File: src/rtl/log_issue.sv
// Command queue and issue sequencer in front of the 16-bit logic unit: buffers
// commands, issues one at a time, waits LAT cycles, then holds the captured result.
//
// state | meaning
// IDLE  | no command in flight; pops the FIFO head when one is queued
// WAIT  | command driven on log_*; counting down the logic-unit settle time
// HOLD  | result (or illegal-opcode trap) presented until res_ready
module log_issue #(
    parameter int DEPTH = 4,
    parameter int LAT   = 1
) (
    input  logic                     clk,
    input  logic                     rst,
    input  logic                     in_valid,
    output logic                     in_ready,
    input  logic [2:0]               in_op,
    input  logic [15:0]              in_opa,
    input  logic [15:0]              in_opb,
    output logic [2:0]               log_op,
    output logic [15:0]              log_opa,
    output logic [15:0]              log_opb,
    input  logic [15:0]              log_out,
    output logic                     res_valid,
    input  logic                     res_ready,
    output logic [15:0]              res_data,
    output logic                     res_err,
    output logic                     busy,
    output logic [$clog2(DEPTH):0]   count
);
    localparam int PW = $clog2(DEPTH);
    localparam int CW = PW + 1;
    localparam logic [2:0] OP_ILLEGAL = 3'b111;

    typedef enum logic [1:0] {IDLE, WAIT, HOLD} state_t;

    logic [2:0]  fifo_op_q  [DEPTH];
    logic [15:0] fifo_opa_q [DEPTH];
    logic [15:0] fifo_opb_q [DEPTH];
    logic [2:0]  fifo_op_d  [DEPTH];
    logic [15:0] fifo_opa_d [DEPTH];
    logic [15:0] fifo_opb_d [DEPTH];

    state_t        state_q, state_d;
    logic [PW-1:0] wr_ptr_q, wr_ptr_d;
    logic [PW-1:0] rd_ptr_q, rd_ptr_d;
    logic [CW-1:0] count_q, count_d;
    logic [3:0]    wait_q, wait_d;
    logic [2:0]    log_op_q, log_op_d;
    logic [15:0]   log_opa_q, log_opa_d;
    logic [15:0]   log_opb_q, log_opb_d;
    logic          res_valid_q, res_valid_d;
    logic [15:0]   res_data_q, res_data_d;
    logic          res_err_q, res_err_d;

    logic          push;
    logic          pop;

    // in_ready depends only on the registered count: a pop never frees a slot combinationally
    assign in_ready  = !rst && (count_q != CW'(DEPTH));
    assign busy      = (state_q != IDLE) || (count_q != '0);
    assign count     = count_q;
    assign log_op    = log_op_q;
    assign log_opa   = log_opa_q;
    assign log_opb   = log_opb_q;
    assign res_valid = res_valid_q;
    assign res_data  = res_data_q;
    assign res_err   = res_err_q;

    always_comb begin
        push        = in_valid && in_ready;
        pop         = (state_q == IDLE) && (count_q != '0);

        fifo_op_d   = fifo_op_q;
        fifo_opa_d  = fifo_opa_q;
        fifo_opb_d  = fifo_opb_q;
        wr_ptr_d    = wr_ptr_q;
        rd_ptr_d    = rd_ptr_q;
        count_d     = count_q;
        state_d     = state_q;
        wait_d      = wait_q;
        log_op_d    = log_op_q;
        log_opa_d   = log_opa_q;
        log_opb_d   = log_opb_q;
        res_valid_d = res_valid_q;
        res_data_d  = res_data_q;
        res_err_d   = res_err_q;

        if (push) begin
            fifo_op_d[wr_ptr_q]  = in_op;
            fifo_opa_d[wr_ptr_q] = in_opa;
            fifo_opb_d[wr_ptr_q] = in_opb;
            wr_ptr_d             = wr_ptr_q + PW'(1);
        end
        if (pop) begin
            rd_ptr_d = rd_ptr_q + PW'(1);
        end
        case ({push, pop})
            2'b10:   count_d = count_q + CW'(1);
            2'b01:   count_d = count_q - CW'(1);
            default: count_d = count_q;
        endcase

        case (state_q)
            IDLE: begin
                if (pop) begin
                    if (fifo_op_q[rd_ptr_q] == OP_ILLEGAL) begin
                        // trapped locally: the logic unit never sees this opcode
                        res_data_d  = 16'h0000;
                        res_err_d   = 1'b1;
                        res_valid_d = 1'b1;
                        state_d     = HOLD;
                    end else begin
                        log_op_d  = fifo_op_q[rd_ptr_q];
                        log_opa_d = fifo_opa_q[rd_ptr_q];
                        log_opb_d = fifo_opb_q[rd_ptr_q];
                        wait_d    = 4'(LAT);
                        state_d   = WAIT;
                    end
                end
            end
            WAIT: begin
                if (wait_q != 4'd0) begin
                    wait_d = wait_q - 4'd1;
                end else begin
                    res_data_d  = log_out;
                    res_err_d   = 1'b0;
                    res_valid_d = 1'b1;
                    state_d     = HOLD;
                end
            end
            HOLD: begin
                if (res_valid_q && res_ready) begin
                    res_valid_d = 1'b0;
                    state_d     = IDLE;
                end
            end
            default: state_d = IDLE;
        endcase
    end

    always_ff @(posedge clk) begin
        fifo_op_q  <= fifo_op_d;
        fifo_opa_q <= fifo_opa_d;
        fifo_opb_q <= fifo_opb_d;
    end

    always_ff @(posedge clk) begin
        if (rst) begin
            state_q     <= IDLE;
            wr_ptr_q    <= '0;
            rd_ptr_q    <= '0;
            count_q     <= '0;
            wait_q      <= 4'd0;
            log_op_q    <= 3'b000;
            log_opa_q   <= 16'h0000;
            log_opb_q   <= 16'h0000;
            res_valid_q <= 1'b0;
            res_data_q  <= 16'h0000;
            res_err_q   <= 1'b0;
        end else begin
            state_q     <= state_d;
            wr_ptr_q    <= wr_ptr_d;
            rd_ptr_q    <= rd_ptr_d;
            count_q     <= count_d;
            wait_q      <= wait_d;
            log_op_q    <= log_op_d;
            log_opa_q   <= log_opa_d;
            log_opb_q   <= log_opb_d;
            res_valid_q <= res_valid_d;
            res_data_q  <= res_data_d;
            res_err_q   <= res_err_d;
        end
    end
endmodule

File: config.mk
export PLATFORM = sky130hd
export DESIGN_NAME = log_issue
export DESIGN_NICKNAME = d
export VERILOG_FILES = /design/src/rtl/log_issue.sv
export SDC_FILE = /design/constraint.sdc
export NUM_CORES = 1
export LEC_CHECK = 0
export CAP_MARGIN = 30
export CORE_MARGIN = 5
export CORE_UTILIZATION = 54
export DETAILED_ROUTE_END_ITERATION = 8
export PLACE_DENSITY = 0.79
export SLEW_MARGIN = 25
export SYNTH_ARGS = -nofsm -noshare
export SYNTH_HDL_FRONTEND = slang
export SYNTH_SLANG_ARGS = --single-unit
File: constraint.sdc
create_clock -name clk -period 4.7 [get_ports clk]
set_input_delay 0.47 -clock clk [delete_from_list [all_inputs] [get_ports clk]]
set_output_delay 0.47 -clock clk [all_outputs]
set_load 0.02 [all_outputs]
-- Yosys cells after proc, flatten, opt, wreduce, memory -nomap -nowiden
Index checks and enable logic that the tools add are counted.
Widths: inputs -> output; s select.
- register bits: 206
- logic and storage cells: 102
- reductions and logical operators: 19
- mux-type cells: 37
- eq/ne operators: 12
- bitwise operators: 3
- order comparisons: 3
- add/subtract/negate cells: 5
- operators with widths (kind ; count):
    $bwmux 64 ; 2
    $mux 16 ; 8
    $bmux 16 s2 ; 2
    $demux 16 s2 ; 1
    $pmux 16 s2 ; 1
    $bwmux 12 ; 1
    $mux 4 ; 3
    $ne 2x2->1 const B ; 5
    $mux 3 ; 3
    $mux 2 ; 4
    $pmux 4 s2 ; 1
    $reduce_and 4->1 ; 2
    $bmux 3 s2 ; 1
    $demux 3 s2 ; 1
    $ge 3x3->1 const B ; 2
    $not 2->3 ; 2
    $pmux 2 s3 ; 1
    $pmux 3 s2 ; 1
    $reduce_and 3->1 ; 2
    $reduce_bool 2->1 ; 3
    $reduce_bool 3->1 ; 2
    $logic_and 1x1->1 ; 5
    $mux 1 ; 5
    $reduce_and 5->1 ; 1
    17 further kinds ; 20

-- Longest topological paths before layout
Gate-level depths: netlist of run 1.
- word-level depth: 8
- depth in mapped cells: 9

-- Worst setup path before layout of run 1
No wires, ideal clock.
- path type: reg-to-reg
- start: register count_q[0] (netlist: count[0])
- end: register fifo_op_q[0] (netlist bit) (enable)
- path buffers: 0
- library setup time: 395 ps
- data required time: 4305 ps
- data arrival time: 2142 ps
- setup slack: 2163 ps
- stages on the path, launching flop included: 4
- clock period less this slack: 2537 ps
- path through: dfxtp_1 nor2_1 a211oi_1 and2_1
- word-level cells in the longest chain between the ends: 3
- ends and longest elaborated chain (item ; line ; text):
    from (decl) ; 46 ; logic [CW-1:0] count_q, count_d;
    from (signal assigned) ; 164 ; count_q <= count_d;
    $ne 3x3->1 ; 59 ; assign in_ready = !rst && (count_q != CW'(DEPTH));
    $logic_and 1x1->1 ; 59 ;
    $logic_and 1x1->1 ; 70 ; push = in_valid && in_ready;
    to (signal assigned) ; 142 ; fifo_op_q <= fifo_op_d;
    to (decl) ; 36 ; logic [2:0] fifo_op_q [DEPTH];
No other way between the ends.
A chain may end at the register's enable or synchronous reset.

-- Worst setup path after layout of run 1
- start: register rd_ptr_q[0]
- end: register wait_q[0]
- word-level cells in the longest chain between the ends: 7
- ends and longest elaborated chain (item ; line ; text):
    from (decl) ; 45 ; logic [PW-1:0] rd_ptr_q, rd_ptr_d;
    from (signal assigned) ; 163 ; rd_ptr_q <= rd_ptr_d;
    $not 2->3 (not written as such) ; 106 ; if (fifo_op_q[rd_ptr_q] == OP_ILLEGAL) begin
    $bmux 3 s2 ; 106 ;
    $mux 3 (not written as such) (2 in series) ; 106 ;
    $eq 3x3->1 ; 106 ;
    $ne 2x2->1 (no line) ; -- ;
    $reduce_and 4->1 (no line) ; -- ;
    to (signal assigned) ; 165 ; wait_q <= wait_d;
    to (decl) ; 47 ; logic [3:0] wait_q, wait_d;
No other way between the ends. The select of a mux whose other input is x is not followed.

==> impl_metrics.json, run 1 <==
{
  "tightestPinTransition_ns": 0.965,
  "grt_max_degree": 70,
  "period_share_pct": 59.8,
  "synth_area_leaders": "edfxtp_1 54%, dfxtp_1 17%, mux4_2 10%",
  "diodes": 0,
  "post-cts-setup-buffers": 0,
  "cts_sinks": 206,
  "sw_frac_of_total_pct": 31.6,
  "wl_mm": 15.5,
  "finalSetupTns_ns": 0,
  "avgSynthCellArea_um2": 15.4,
  "setup_violations": 0,
  "htree_levels": 1,
  "relSlewSlack_pct": 35.7,
  "power_frac_comb_pct": 31.6,
  "max_freq_ghz": 0.356,
  "drc": 0,
  "finalInstanceArea_um2": 9730,
  "synth_top_cell_by_area": "edfxtp_1",
  "wl_per_cell_um": 19.2,
  "power_frac_clock_pct": 28.6,
  "rsz0062_at_grt": "false",
  "vias": 4507,
  "place_ws_ns": 1.54,
  "cts_resized": 0,
  "synth-seq-cells": 206,
  "final_common_cell": "edfxtp_1",
  "total_power_w": 0.00601,
  "power.density_nw_per_um2": 618,
  "crit_type": "flop to flop",
  "outcome": "finished, final reports clean",
  "postSynthCellCount": 502,
  "drv_cap": 0,
  "cp.arrival_ns": 3.19,
  "worstPathCellList": "mux4_2 > a311oi_4 > buf_12 > nor3_1 > a211oi_1",
  "die_y_um": 130,
  "clock_path_buffers": 3,
  "synth_edf_count": 140,
  "syn_nets": 565,
  "antenna_found_initial": 0,
  "globalplace.congestion": 0.756,
  "rows": 43,
  "ctsHoldBuffers": 0,
  "portBuffers": 112,
  "grt_overflow": 0,
  "period_minus_slack_ns": 2.81,
  "die_w_um": 130,
  "start_util_pct": 55.4,
  "cts_buffers": 21,
  "slew_violations": 0,
  "intPower_w": 0.00411,
  "nets": 679,
  "cp.required_ns": 5.08,
  "dp_hpwl_mm": 9.59,
  "grt_pass1_wl_mm": 24.3,
  "ir_worst_vdd_uv": 373,
  "syn_area_um2": 7720,
  "synthFlopType": "edfxtp_1",
  "crit_family": "flip-flops",
  "p_sw_w": 0.00190,
  "boundaryPins": 113,
  "cp_num_buf_inv": 1,
  "first_pass_iters": 4,
  "fin_ws_ns": 1.89,
  "final_layout_size_suffix_gt1_share_pct": 17.1,
  "hold_path_class": "primary input to flop",
  "area_growth_syn_to_layout_pct": 26.0,
  "coreArea_um2": 13900,
  "clk_latency_ns": 0.49,
  "grt_pass1_vias": 4798,
  "critPathLaunchType": "flop",
  "layout_common_cells": "140 x edfxtp_1, 111 x clkdlybuf4s50_1, 74 x nand2_1, 64 x dfxtp_1, 44 x a21oi_1",
  "tritoncts": "built",
  "cts-root-buf": "clkbuf_16",
  "seq_power_share_pct": 39.8,
  "drt.antenna.violating_nets": 0,
  "synthArstFlopShare_pct": 0,
  "fin_skew_ns": 0.0217,
  "path_clk_slew_ns": 0.06,
  "yosysWarnings": 0,
  "critPathSlowestCell": "dfxtp_2",
  "synth-seq-area-share_pct": 71.6,
  "synthDistinctLibCells": 39,
  "place_area_um2": 8970,
  "critical_path.max_fanout": 23,
  "track_usage_pct": 18.7,
  "leakage_nw": 3.18,
  "end_kind": "flop",
  "hold_viol_final": 0,
  "critPathMaxStageDelay_ns": 0.84,
  "first_iter_violations": 330,
  "avgViaCountPerCell": 5.56,
  "synth.top_cell.area_share_pct": 54.5,
  "dieArea_um2": 16800
}
layer usage:
layer  share of wire, %  up-vias  GRT usage (%)
met4                1.6        0           5.99
met2                 52      158           33.6
li1                   -     2089              -
met5                  0        -              0
met3                7.7       24           3.09
met1                 39     2236           23.1
final timing paths:
path,from,endpoint,slack [ns],depth (start not counted)
hold reg to reg,log_opa[14],log_opa[14],0.46,2
setup reg to reg,rd_ptr_q[0],wait_q[0],1.89,5
setup / recovery,rd_ptr_q[0],wait_q[0],1.89,5
hold / removal,rst,wr_ptr_q[1],0.40,4
state kept, by name, indices dropped and copies added, names as in the netlist:
register    flops
log_op          3
fifo_op_q      12
wr_ptr_q        2
res_data       16
rd_ptr_q        2
fifo_opb_q     64
fifo_opa_q     64
res_valid       1
res_err         1
count           3
state_q         2
wait_q          4
log_opa        16
log_opb        16
final cells by class:
type                            count  area (µm²)
Clock buffer                       25         561
Clock inverter                     12         161
Fill cell                         914        4200
Inverter                           11        41.3
Multi-Input combinational cell    259        2030
Sequential cell                   206        5530
Tap cell                          180         225
Timing Repair Buffer              117        1180
power by group through the flow:
stage / clock network [W] / logic [W] / registers, W
after floorplan: 0 / 0.00105 / 0.00257
after global placement: 0 / 0.00181 / 0.00243
after detailed placement: 0 / 0.00186 / 0.00245
final: 0.00172 / 0.00190 / 0.00239
after CTS: 0.00175 / 0.00187 / 0.00242
after global routing: 0.00184 / 0.00206 / 0.00243
kinds of logic (layout without fill, tap and decap cells):
| family | Yosys count | after routing | synth area share (%) |
|---|---|---|---|
| mux | 35 | 35 | 10.2 |
| compound gates | 85 | 85 | 6.82 |
| buf+inv | 37 | 165 | 2.22 |
| fa+ha+maj | 8 | 8 | 1.39 |
| simple gates | 126 | 126 | 7.21 |
| xor+xnor | 5 | 5 | 0.567 |
| flops | 206 | 206 | 71.6 |
worst min-delay path: cells and delay by family:
family	cells	cell delay [ns]
AO/OA/AOI/OAI	2	0.18
buffers and inverters	1	0.09
AND/OR/NAND/NOR	1	0.10
Yosys cell counts, drive strengths merged, types with 4 or more instances:
cell,count
edfxtp,140
o21ai,18
nor2,18
and2,4
nor3,6
ha,7
nand2,84
dfxtp,66
clkbuf,17
buf,9
inv,11
a21oi,54
mux4,35
metrics by stage:
step           util [%]  cells  hold slack (ns)
2_1_floorplan         -    502            0.434
3_5_place_dp       64.4    771            0.450
4_1_cts            69.6    808            0.388
6_report           69.8    810            0.404
5_1_grt            69.8    810            0.410
3_3_place_gp       64.4    771            0.444
No activity file was read; power rests on OpenSTA's default activity.
==> run 2, diff against run 1 <==
==> constraint.sdc (replaced) <==
create_clock -name clk -period 2.7 [get_ports clk]
set_input_delay 0.27 -clock clk [delete_from_list [all_inputs] [get_ports clk]]
set_output_delay 0.27 -clock clk [all_outputs]
set_load 0.02 [all_outputs]
==> run 2 against run 1 <==
  * Sequential share of layout area fell by 0.36 points
  * Register-to-register slack got worse by 1.4 ns
  * Via count barely moved
  * Total power rose by 71%
  * Largest cell class unchanged
  * Die area did not move
  * Global-route usage fell by 0.26 points
  * Clock-buffer cell count rose by 1
  * Utilization rose by 0.44 points
  * Clock skew fell by 0.014 ns
==> impl_metrics.json, run 2 (synthesis gave the netlist of run 1 again) <==
{
  "die_y_um": 130,
  "nets": 689,
  "start_util_pct": 55.4,
  "top_layer_used": "met4",
  "tritoncts": "built",
  "drt-met1-wl_mm": 6.12,
  "path_clk_slew_ns": 0.06,
  "htree_levels": 1,
  "globalplace.congestion": 0.778,
  "relSlewSlack_pct": 46.8,
  "min_to": "wr_ptr_q[1]",
  "fin_util_pct": 70.3,
  "cts_resized": 0,
  "fill_cells": 895,
  "clock_path_buffers": 3,
  "r2r_cells": 9,
  "cp_num_buf_inv": 2,
  "end_kind": "primary output",
  "ir_worst_vdd_uv": 684,
  "seq_power_share_pct": 40.0,
  "worstHoldStart": "rst",
  "dp_hpwl_mm": 9.94,
  "sw_frac_of_total_pct": 31.9,
  "critPathLaunchType": "flop",
  "critPathMaxStageDelay_ns": 0.54,
  "cp.arrival_ns": 1.98,
  "r2r_end": "count[2]",
  "avgViaCountPerCell": 5.49,
  "diodes": 0,
  "wl_mm": 15.5,
  "power.density_nw_per_um2": 1050,
  "drt.antenna.violating_nets": 0,
  "die_w_um": 130,
  "track_usage_pct": 18.4,
  "fin_skew_ns": 0.00733,
  "grt_max_degree": 70,
  "power_frac_clock_pct": 27.3,
  "tightestPinTransition_ns": 0.799,
  "period_minus_slack_ns": 2.25,
  "area_growth_syn_to_layout_pct": 26.8,
  "cts_buffers": 21,
  "critical_path.max_fanout": 7,
  "grt_overflow": 0,
  "coreArea_um2": 13900,
  "post-cts-setup-buffers": 0,
  "antenna_found_initial": 0,
  "rsz0062_at_grt": "false",
  "first_pass_iters": 5,
  "dieArea_um2": 16800,
  "r2r_start": "count[2]",
  "intPower_w": 0.00701,
  "slew_violations": 0,
  "finalSetupTns_ns": 0,
  "hold_viol_final": 0,
  "vias": 4508,
  "drc": 0,
  "wl_met2_mm": 8.13,
  "cts-root-buf": "clkbuf_16",
  "final_common_cell": "edfxtp_1",
  "crit_type": "flop to primary output",
  "regToRegSetupSlack_ns": 0.46,
  "grt_pass1_wl_mm": 24.3,
  "final_layout_size_suffix_gt1_share_pct": 17.5,
  "wl_met3_mm": 1.04,
  "critPathSlowestCell": "clkdlybuf4s50_1",
  "cts_sinks": 206,
  "drv_cap": 0,
  "power_frac_comb_pct": 32.7,
  "hold_path_class": "primary input to flop",
  "rows": 43,
  "layout_common_cells": "140 x edfxtp_1, 111 x clkdlybuf4s50_1, 74 x nand2_1, 64 x dfxtp_1, 44 x a21oi_1",
  "setup_violations": 0,
  "worstPathCellList": "nor3_1 > buf_4 > nand2_1 > clkdlybuf4s50_1",
  "cp.required_ns": 2.43,
  "wl_per_cell_um": 18.9,
  "p_sw_w": 0.00328,
  "leakage_nw": 3.21,
  "ctsHoldBuffers": 0,
  "top_regs": "fifo_opa_q: 64 flops, fifo_opb_q: 64 flops",
  "total_power_w": 0.0103,
  "max_freq_ghz": 0.445,
  "clk_latency_ns": 0.48,
  "period_share_pct": 83.3,
  "crit_family": "buffers and inverters",
  "first_iter_violations": 270,
  "hold_depth": 5,
  "portBuffers": 112,
  "grt_pass1_vias": 4818,
  "outcome": "finished, final reports clean",
  "boundaryPins": 113
}
## run 2: cell types whose count changed in the layout (fill, tap and decap cells not counted), sizes merged
cell / delta
inv: +1
clkbuf: +1
buf: +10
bufinv: -1
## run 2: how the worst max path moves through the flow
stage                      from      endpoint  slack [ns]  cells past startpoint
CTS                    count[2]          busy        0.43                      4
finish                 count[2]          busy        0.45                      4
floorplan              count[0]  fifo_op_q[0]        0.16                      3
global route           count[2]      count[2]        0.29                      9
global placement    rd_ptr_q[0]     wait_q[2]        0.55                      4
detailed placement  rd_ptr_q[0]     wait_q[2]        0.48                      4
## run 2: power groups by stage
stage / sequential, W / clock, W / combinational, W
after detailed placement: 0.00418 / 0 / 0.00339
after global placement: 0.00414 / 0 / 0.00330
after global routing: 0.00417 / 0.00301 / 0.00366
after floorplan: 0.00448 / 0 / 0.00182
final: 0.00412 / 0.00281 / 0.00337
after CTS: 0.00412 / 0.00288 / 0.00341
## run 2: area by class of cell
cell class | count | area [µm²] | share of cell area, %
Inverter | 11 | 41.3 | 0.422
Clock inverter | 12 | 133 | 1.35
Multi-Input combinational cell | 259 | 2030 | 20.7
Sequential cell | 206 | 5530 | 56.5
Tap cell | 180 | 225 | 2.30
Timing Repair Buffer | 127 | 1290 | 13.2
Clock buffer | 26 | 544 | 5.56
## run 2: per-layer routing
layer	vias to the layer above	track usage (%)
met5	-	0
met4	0	5.13
met3	23	3.26
met2	143	33.5
met1	2234	22.7
li1	2108	-
## run 2: worst reg2reg max path: stages (launching register included)
cell and delay (ns):
dfxtp_1 0.44, nor3_1 0.12, nand2b_1 0.20, inv_1 0.14, ha_1 0.20, inv_1 0.06, fa_1 0.37, xor2_1 0.16
or3_1 0.33, a21oi_1 0.14
## run 2: stage by stage
step / std cells / cell area [µm²] / setup WS (ns) / hold slack [ns]
finish: 821 / 9790 / 0.452 / 0.278
global route: 821 / 9790 / 0.290 / 0.300
CTS: 821 / 9790 / 0.426 / 0.264
detailed placement: 783 / 9110 / 0.481 / 0.449
global placement: 783 / 9110 / 0.551 / 0.442
floorplan: 502 / 7720 / 0.163 / 0.369
